==> src/rtl/muldiv_unit.sv <==
// Iterative RV32M multiply/divide unit for the execute stage.
// Shift-add multiply and restoring divide, one bit per cycle.
module muldiv_unit #(
  parameter int WIDTH = 32
) (
  input  logic             clk,
  input  logic             rst,
  input  logic             start,
  input  logic [2:0]       funct3,
  input  logic [WIDTH-1:0] a,
  input  logic [WIDTH-1:0] b,
  output logic             busy,
  output logic             done,
  output logic [WIDTH-1:0] result
);

  localparam int CW = $clog2(WIDTH);

  typedef enum logic [1:0] {
    IDLE,
    CALC,
    FIN
  } state_t;

  state_t state;
  state_t state_nxt;

  logic [2:0]         op;
  logic               neg_a;
  logic               neg_b;
  logic [WIDTH-1:0]   mag_a;
  logic [WIDTH-1:0]   mag_b;
  logic [2*WIDTH-1:0] acc;
  logic [CW-1:0]      cnt;
  logic               last;

  logic               in_div;
  logic               in_sdiv;
  logic               in_neg_a;
  logic               in_neg_b;

  logic [CW-1:0]      bit_idx;
  logic [2*WIDTH-1:0] mul_step;
  logic [WIDTH:0]     trial;
  logic               ge;
  logic [WIDTH-1:0]   diff;
  logic [WIDTH-1:0]   rem_nxt;
  logic [2*WIDTH-1:0] div_step;

  logic [2*WIDTH-1:0] prod;
  logic [WIDTH-1:0]   quo;
  logic [WIDTH-1:0]   rem;
  logic [WIDTH-1:0]   a_orig;
  logic               b_zero;
  logic [WIDTH-1:0]   fin_res;

  assign last = (cnt == CW'(WIDTH - 1));

  // Decode operand signedness from the request being issued
  always_comb begin
    in_div   = funct3[2];
    in_sdiv  = funct3[2] & ~funct3[0];
    in_neg_a = 1'b0;
    in_neg_b = 1'b0;
    if (in_div) begin
      in_neg_a = in_sdiv & a[WIDTH-1];
      in_neg_b = in_sdiv & b[WIDTH-1];
    end else begin
      in_neg_a = a[WIDTH-1] &
        ((funct3[1:0] == 2'b01) |
         (funct3[1:0] == 2'b10));
      in_neg_b = b[WIDTH-1] &
        (funct3[1:0] == 2'b01);
    end
  end

  // One MSB-first iteration of multiply and divide
  always_comb begin
    bit_idx  = CW'(WIDTH - 1) - cnt;
    mul_step = {acc[2*WIDTH-2:0], 1'b0};
    if (mag_b[bit_idx])
      mul_step = mul_step + {{WIDTH{1'b0}}, mag_a};
    trial    = {acc[2*WIDTH-1:WIDTH],
                mag_a[bit_idx]};
    ge       = trial >= {1'b0, mag_b};
    diff     = trial[WIDTH-1:0] - mag_b;
    rem_nxt  = ge ? diff : trial[WIDTH-1:0];
    div_step = {rem_nxt, acc[WIDTH-2:0], ge};
  end

  // Sign correction and result select; the signed
  // overflow case falls out of the magnitude math
  always_comb begin
    prod    = (neg_a ^ neg_b) ? -acc : acc;
    quo     = (neg_a ^ neg_b) ? -acc[WIDTH-1:0]
                              : acc[WIDTH-1:0];
    rem     = neg_a ? -acc[2*WIDTH-1:WIDTH]
                    : acc[2*WIDTH-1:WIDTH];
    a_orig  = neg_a ? -mag_a : mag_a;
    b_zero  = (mag_b == '0);
    fin_res = '0;
    unique case (1'b1)
      (op == 3'b000):
        fin_res = prod[WIDTH-1:0];
      (~op[2] & (op != 3'b000)):
        fin_res = prod[2*WIDTH-1:WIDTH];
      (op[2] & ~op[1] & b_zero):
        fin_res = '1;
      (op[2] & op[1] & b_zero):
        fin_res = a_orig;
      (op[2] & ~op[1] & ~b_zero):
        fin_res = quo;
      (op[2] & op[1] & ~b_zero):
        fin_res = rem;
      default:
        fin_res = '0;
    endcase
  end

  // State register
  always_ff @(posedge clk or posedge rst) begin
    if (rst) state <= IDLE;
    else     state <= state_nxt;
  end

  // Next-state logic
  always_comb begin
    state_nxt = state;
    unique case (state)
      IDLE:    if (start) state_nxt = CALC;
      CALC:    if (last)  state_nxt = FIN;
      FIN:     state_nxt = IDLE;
      default: state_nxt = IDLE;
    endcase
  end

  // FSM outputs
  always_comb begin
    busy = (state != IDLE);
  end

  // Operand capture, iteration and result registers
  always_ff @(posedge clk or posedge rst) begin
    if (rst) begin
      op     <= '0;
      neg_a  <= 1'b0;
      neg_b  <= 1'b0;
      mag_a  <= '0;
      mag_b  <= '0;
      acc    <= '0;
      cnt    <= '0;
      done   <= 1'b0;
      result <= '0;
    end else begin
      done <= (state == FIN);
      unique case (state)
        IDLE: begin
          if (start) begin
            op    <= funct3;
            neg_a <= in_neg_a;
            neg_b <= in_neg_b;
            mag_a <= in_neg_a ? -a : a;
            mag_b <= in_neg_b ? -b : b;
            acc   <= '0;
            cnt   <= '0;
          end
        end
        CALC: begin
          acc <= op[2] ? div_step : mul_step;
          cnt <= cnt + 1'b1;
        end
        FIN: begin
          result <= fin_res;
        end
        default: ;
      endcase
    end
  end

endmodule

==> config.mk <==
export PLATFORM = sky130hd
export DESIGN_NAME = muldiv_unit
export DESIGN_NICKNAME = d
export VERILOG_FILES = /design/src/rtl/muldiv_unit.sv
export SDC_FILE = /design/constraint.sdc
export NUM_CORES = 1
export LEC_CHECK = 0
export ABC_AREA = 0
export BUFFER_PORTS_ARGS = -buffer_cell sky130_fd_sc_hd__buf_2
export CAP_MARGIN = 20
export CORE_MARGIN = 2
export CORE_UTILIZATION = 35
export DETAILED_ROUTE_END_ITERATION = 16
export GPL_ROUTABILITY_DRIVEN = 0
export SYNTH_ARGS = -nofsm -noshare
export SYNTH_HDL_FRONTEND = slang
export SYNTH_SLANG_ARGS = --single-unit
export TNS_END_PERCENT = 1
==> constraint.sdc <==
create_clock -name clk -period 13.14 [get_ports clk]
set_input_delay 0.657 -clock clk [delete_from_list [all_inputs] [get_ports clk]]
set_output_delay 0.657 -clock clk [all_outputs]
set_load 0.01 [all_outputs]
==> results of run 1 <==
state kept, by name, summed over array words and instances, names as in the netlist:
name,cells
acc,64
cnt,5
done,1
mag_a,32
mag_b,32
neg_a,1
neg_b,1
op,3
result,32
state,2
stage by stage:
stage	worst slack (ns)	hold WS [ns]	cells	area [µm²]
floorplan	7.79	0.461	2097	16300
global placement	8.39	0.474	2692	17300
detailed placement	8.33	0.483	2692	17300
CTS	8.28	0.265	2724	17900
global route	7.93	0.299	2724	17900
finish	8.25	0.244	2724	17900
cell families after synthesis:
| group | Yosys count | share of synthesized area (%) |
|---|---|---|
| adders and majority gates | 75 | 5.83 |
| DFF | 173 | 26.5 |
| muxes | 40 | 3.54 |
| xor gates and xnor gates | 245 | 13.1 |
| buffers and inverters | 209 | 4.94 |
| AOI/OAI and AO/OA | 669 | 25.9 |
| and+or+nand+nor | 686 | 20.2 |
cells in the final DEF (no fill, tap or decap), drive strengths merged, types with 6 or more instances in the layout:
master,netlist,routed
mux4,14,14
or2,13,13
buf,21,120
a22o,7,7
and2,12,12
o21a,15,15
a32oi,9,9
xor2,133,133
and3,17,17
or4,16,16
a31oi,28,28
a21oi,153,153
o21ai,224,224
o32a,7,7
o41ai,15,15
nand4,28,28
nor2b,10,10
a21o,33,33
clkbuf,111,19
o21bai,11,11
a211oi,24,24
xnor2,112,112
nand2b,23,23
nor2,157,157
inv,77,83
nand2,240,240
nor4,32,32
a221oi,9,9
nand3,56,56
o31ai,34,34
o22ai,17,17
nor3,47,47
or3,16,16
mux2i,24,24
nor3b,6,6
ha,73,73
dfrtp,173,173
o221ai,34,34
routing by layer:
| metal | up-vias | wire length, µm | GRT usage (%) |
|---|---|---|---|
| li1 | 7658 | - | - |
| met3 | 103 | 5260 | 4.97 |
| met1 | 7787 | 25800 | 34.2 |
| met5 | - | 0 | 0 |
| met4 | 0 | 1540 | 6.91 |
| met2 | 807 | 24600 | 35.0 |
path summary, 6_finish.rpt:
path                                  from         end  slack, ns
worst max-delay path                cnt[1]     acc[59]       8.25
worst min-delay path                   rst     acc[45]       0.24
worst max register to register      cnt[1]     acc[59]       8.25
worst min register to register  result[15]  result[15]       0.49
max in group asynchronous              rst       neg_a      11.58
min in group clk                 funct3[0]       op[0]       0.44
power groups by stage:
stage / clock network [mW] / registers, mW / logic [mW]
4_1_cts: 0.543 / 1.26 / 3.58
3_5_place_dp: 0 / 1.27 / 3.56
3_3_place_gp: 0 / 1.26 / 3.51
5_1_grt: 0.564 / 1.32 / 4.00
2_1_floorplan: 0 / 0.965 / 2.85
6_report: 0.537 / 1.28 / 3.65
critical path: stages, from the launching register on:
cell	delay (ns)
dfrtp_1	0.79
nand2b_1	0.27
o221ai_1	0.18
o22ai_1	0.21
a21oi_1	0.07
a21oi_1	0.44
ha_1	0.24
nor2b_1	0.05
o31a_1	0.29
o2111ai_1	0.28
a31oi_1	0.14
or4_1	0.54
nand2_1	0.74
nor4_1	0.13
nor3b_1	0.25
o21ai_0	0.11
area by class of cell:
type,count,area (µm²)
Clock inverter,13,154
Sequential cell,173,4330
Inverter,77,294
Timing Repair Buffer,120,643
Clock buffer,19,443
Fill cell,4738,28500
Tap cell,607,759
Multi-Input combinational cell,1715,11300
==> impl_metrics.py, run 1 <==
metrics = {
    "floorplanning": {
        "ioPinCount": 104,
        "core_um2": 46400,
        "die_area_um2": 48400,
        "rows": 79,
        "dieHeight_um": 220,
        "start_util_pct": 35.3,
        "die_width_um": 220,
    },
    "clock_network": {
        "holdBufCountCts": 0,
        "insertion_delay_ns": 0.48,
        "cts_setup_buffers": 0,
        "clock_path_buffers": 2,
        "clk_pin_slew_ns": 0.08,
        "cts_resized": 0,
        "clock-sinks": 173,
        "root_buffer": "clkbuf_16",
        "numCtsBuffers": 17,
        "htreeDepth": 4,
        "cts_tree": "done",
    },
    "synthesis": {
        "synthTopCellsByCount": "nand2_1 (240), o21ai_0 (220), dfrtp_1 (173), nor2_1 (157), a21oi_1 (153)",
        "syn_area_um2": 16300,
        "ys_seq_area_share_pct": 26.5,
        "ys_ff_latch": 173,
        "yosysMostFrequentCell": "nand2_1",
        "synthTopCellsByArea": "dfrtp_1 (26%), xor2_1 (7.1%), o21ai_0 (6.7%)",
        "yosysUniqueCellTypes": 84,
        "avgSynthCellArea_um2": 7.79,
        "synth_cells": 2097,
        "yosysTopAreaCellShare_pct": 26.5,
        "synthFlopType": "dfrtp_1",
        "synth_warnings": 0,
        "synth.largest_area_cell": "dfrtp_1",
        "synth-edff-count": 0,
        "syn_nets": 2242,
        "synth_async_sr_flop_share_pct": 100,
    },
    "critical_path": {
        "path_max_fanout": 26,
        "end_kind": "register",
        "worst-endpoint-arrival_ns": 5.21,
        "r2r_cells": 15,
        "start_kind": "register",
        "critPathRequiredTime_ns": 13.46,
        "worstSetupPathType": "reg2reg",
    },
    "placed_design": {
        "port_buffers": 103,
        "hpwlAfterDp_mm": 44.1,
    },
    "power": {
        "p_comb_share_pct": 66.7,
        "p_clk_share_pct": 9.8,
        "power_mw": 5.47,
        "seqPwrFrac_pct": 23.5,
        "p_int_mw": 2.48,
        "leakagePower_nw": 7.17,
        "p_sw_share_pct": 54.7,
        "cellPowerDensity_nw_per_um2": 306,
        "p_sw_mw": 3.00,
        "irDropWorstVdd_mv": 0.122,
    },
    "final_layout": {
        "antennaDiodeCount": 0,
        "final_util_pct": 38.6,
        "layout.nets": 2249,
        "area_delta_synth_final_pct": 9.38,
        "drive_gt1_share_pct": 9.78,
    },
    "drt": {
        "viasPerCell": 6.00,
        "first_pass_iters": 6,
        "wire_per_inst_um": 21.0,
        "drcViolationCount": 0,
        "vias": 16400,
        "drt-total-wl_mm": 57.1,
        "drtIter0Drc": 1931,
        "detail-route-antenna-nets": 0,
    },
    "timing": {
        "relSlewSlack_pct": 8.56,
        "hold_viol_final": 0,
        "fin_setup_tns_ns": 0,
        "finalCriticalPeriod_ns": 4.89,
        "setup_viol": 0,
        "post-route-period-util_pct": 37.2,
        "rsz0062_at_grt": "no",
        "slew_violations": 0,
        "skew_ns": 0.0149,
        "fmax_mhz": 205,
        "tightest_slew_ns": 1.34,
    },
    "global_routing": {
        "grt_pass1_wl_mm": 88.3,
        "antenna_found_initial": 1,
        "gr-usage-all-layers_pct": 23.6,
        "grt_pass1_vias": 14900,
        "grt_max_degree": 75,
        "grt-ovfl-total": 0,
    },
    "worst_hold_path": {
        "min_path_type": "in2async",
    },
    "status": {
        "status": "completed",
    },
    "job": {
        "max_cap_viol_count": 0,
    },
}
Power figures use the tool's default switching activity.
==> inputs of run 2 (changes only) <==
Clock period 13.14 ns to 4.5 ns, I/O delays scaled along.
==> impl_metrics.py, run 2 (same netlist as run 1, synthesis figures left out) <==
metrics = {
    "status": {
        "status": "completed",
    },
    "power": {
        "p_int_mw": 7.66,
        "p_comb_share_pct": 70.2,
        "leakagePower_nw": 7.45,
        "seqPwrFrac_pct": 20.3,
        "p_clk_share_pct": 9.6,
        "power_mw": 16.5,
        "p_sw_mw": 8.84,
        "p_sw_share_pct": 53.6,
        "irDropWorstVdd_mv": 0.470,
        "cellPowerDensity_nw_per_um2": 899,
    },
    "critical_path": {
        "end_kind": "register",
        "path_max_fanout": 7,
        "critPathBufInv": 3,
        "crit_family": "compound AO/OA/AOI/OAI gates",
        "cp_cell_sequence": "buf_4 -> mux4_2 -> o22ai_1 -> a21oi_1 -> a21oi_1 -> buf_4 -> ha_1 -> inv_1 -> fa_1 -> a211oi_1 -> o21a_1 -> or3b_1 -> a21oi_1 -> o21ai_2 -> a31oi_1 -> o21a_1 -> o311a_1 -> a211oi_1",
        "timing.critical_path.mode_cell": "a21oi_1",
        "reg2reg_slack_ns": 0.27,
        "worst-endpoint-arrival_ns": 4.61,
        "critPathRequiredTime_ns": 4.88,
        "worstSetupPathType": "reg2reg",
        "critical-path-max-stage-delay_ns": 0.49,
        "cp_slowest_cell": "mux4_2",
        "start_kind": "register",
    },
    "drt": {
        "viasPerCell": 5.95,
        "wire_per_inst_um": 20.9,
        "drt-total-wl_mm": 58.2,
        "drcViolationCount": 0,
        "detail-route-antenna-nets": 0,
        "vias": 16600,
        "first_pass_iters": 6,
        "drtIter0Drc": 1700,
    },
    "final_layout": {
        "drive_gt1_share_pct": 11.9,
        "fin_area_um2": 18400,
        "layout_commonest_cell": "nand2_1",
        "final_cell_mix": "nand2_1 (239), o21ai_0 (220), dfrtp_1 (171), nor2_1 (156), a21oi_1 (153)",
        "area_delta_synth_final_pct": 12.3,
        "largest_register_ffs": 64,
        "register_area_um2": 4330,
        "multiInputGateArea_um2": 11200,
        "instances_no_fill": 2785,
        "largest-register": "acc",
        "fillers": 4770,
        "layout.nets": 2308,
    },
    "placed_design": {
        "port_buffers": 103,
        "placed_cell_area_um2": 17700,
        "hpwlAfterDp_mm": 45.2,
        "place_inst": 2743,
    },
    "global_routing": {
        "grt_pass1_vias": 15500,
        "gr-usage-all-layers_pct": 24.0,
        "grt-ovfl-total": 0,
        "grt_max_degree": 120,
        "antenna_found_initial": 2,
        "grt_pass1_wl_mm": 90.2,
    },
    "clock_network": {
        "root_buffer": "clkbuf_16",
        "numCtsBuffers": 17,
        "clk_pin_slew_ns": 0.07,
        "htreeDepth": 4,
        "clock_path_buffers": 2,
        "cts_tree": "done",
        "insertion_delay_ns": 0.48,
        "clock-sinks": 173,
    },
    "timing": {
        "hold_viol_final": 0,
        "relSlewSlack_pct": 27.5,
        "skew_ns": 0.0138,
        "rsz0062_at_grt": "no",
        "fin_setup_tns_ns": 0,
        "post-route-period-util_pct": 93.9,
        "setup_viol": 0,
        "tightest_slew_ns": 1.08,
        "finalCriticalPeriod_ns": 4.23,
        "slew_violations": 0,
        "fmax_mhz": 237,
        "holdWs_ns": 0.0256,
    },
    "floorplanning": {
        "core_um2": 46400,
        "die_width_um": 220,
        "dieHeight_um": 220,
        "rows": 79,
        "die_area_um2": 48400,
        "ioPinCount": 104,
        "start_util_pct": 35.3,
    },
    "job": {
        "max_cap_viol_count": 0,
    },
    "worst_hold_path": {
        "min_path_type": "in2reg",
    },
}
-- run 2: changes by cell type in the layout (fill, tap and decap cells not counted), moves of 2 or more --
cell	before	now
buf_12	0	2
buf_4	17	70
clkbuf_1	1	3
clkinvlp_4	1	4
diode_2	0	2
dlygate4sd3_1	0	4
inv_6	6	3
-- run 2: per-stage QoR --
step | setup slack (ns) | util (%)
6_report | 0.274 | 39.6
5_1_grt | 0.0107 | 39.6
4_1_cts | 0.0922 | 39.5
3_5_place_dp | 0.140 | 38.1
3_3_place_gp | 0.249 | 38.1
2_1_floorplan | 0.224 | -
-- run 2: path summary, 6_finish.rpt --
path,startpoint,endpoint,cells past startpoint
min,a[31],mag_a[31],3
min reg2reg,result[15],result[15],1
max in group asynchronous,rst,acc[61],4
max reg2reg,cnt[0],acc[60],18
max,cnt[0],acc[60],18
min in group asynchronous,rst,acc[4],4
-- run 2: what timing repair did --
item | CTS | global route
buffers inserted | 0 | 4
endpoints found under the hold margin | 32 | 0
hold buffers | 4 | 0
setup endpoints to repair | 0 | 19
resized for setup | 0 | 2
-- run 2: area by class of cell --
cell class / count / area share, %
diodes: 2 / 0.0273
clock buffers: 20 / 2.38
clock inverters: 12 / 0.879
inverters: 77 / 1.59
multi-input cells: 1715 / 61.3
flip-flops and latches: 173 / 23.6
well taps: 607 / 4.14
repair buffers: 179 / 6.11
-- run 2: routing by layer --
| layer | part of all wire [%] | track usage (%) |
|---|---|---|
| met1 | 45 | 33.9 |
| met2 | 43 | 36.4 |
| met3 | 8.8 | 4.42 |
| met4 | 3.2 | 9.13 |
| met5 | 0 | 0 |
-- run 2: power by group through the flow --
stage          clock network, mW  registers, mW  logic, mW
4_1_cts                     1.60           3.31       11.3
5_1_grt                     1.66           3.43       12.6
3_3_place_gp                   0           3.31       11.1
3_5_place_dp                   0           3.34       11.2
2_1_floorplan                  0           2.82       8.31
6_report                    1.58           3.34       11.6
-- run 2: worst min-delay path, cell delays in order --
cell     delay [ns]
buf_2          0.11
nand3_1        0.08
nand2_1        0.05
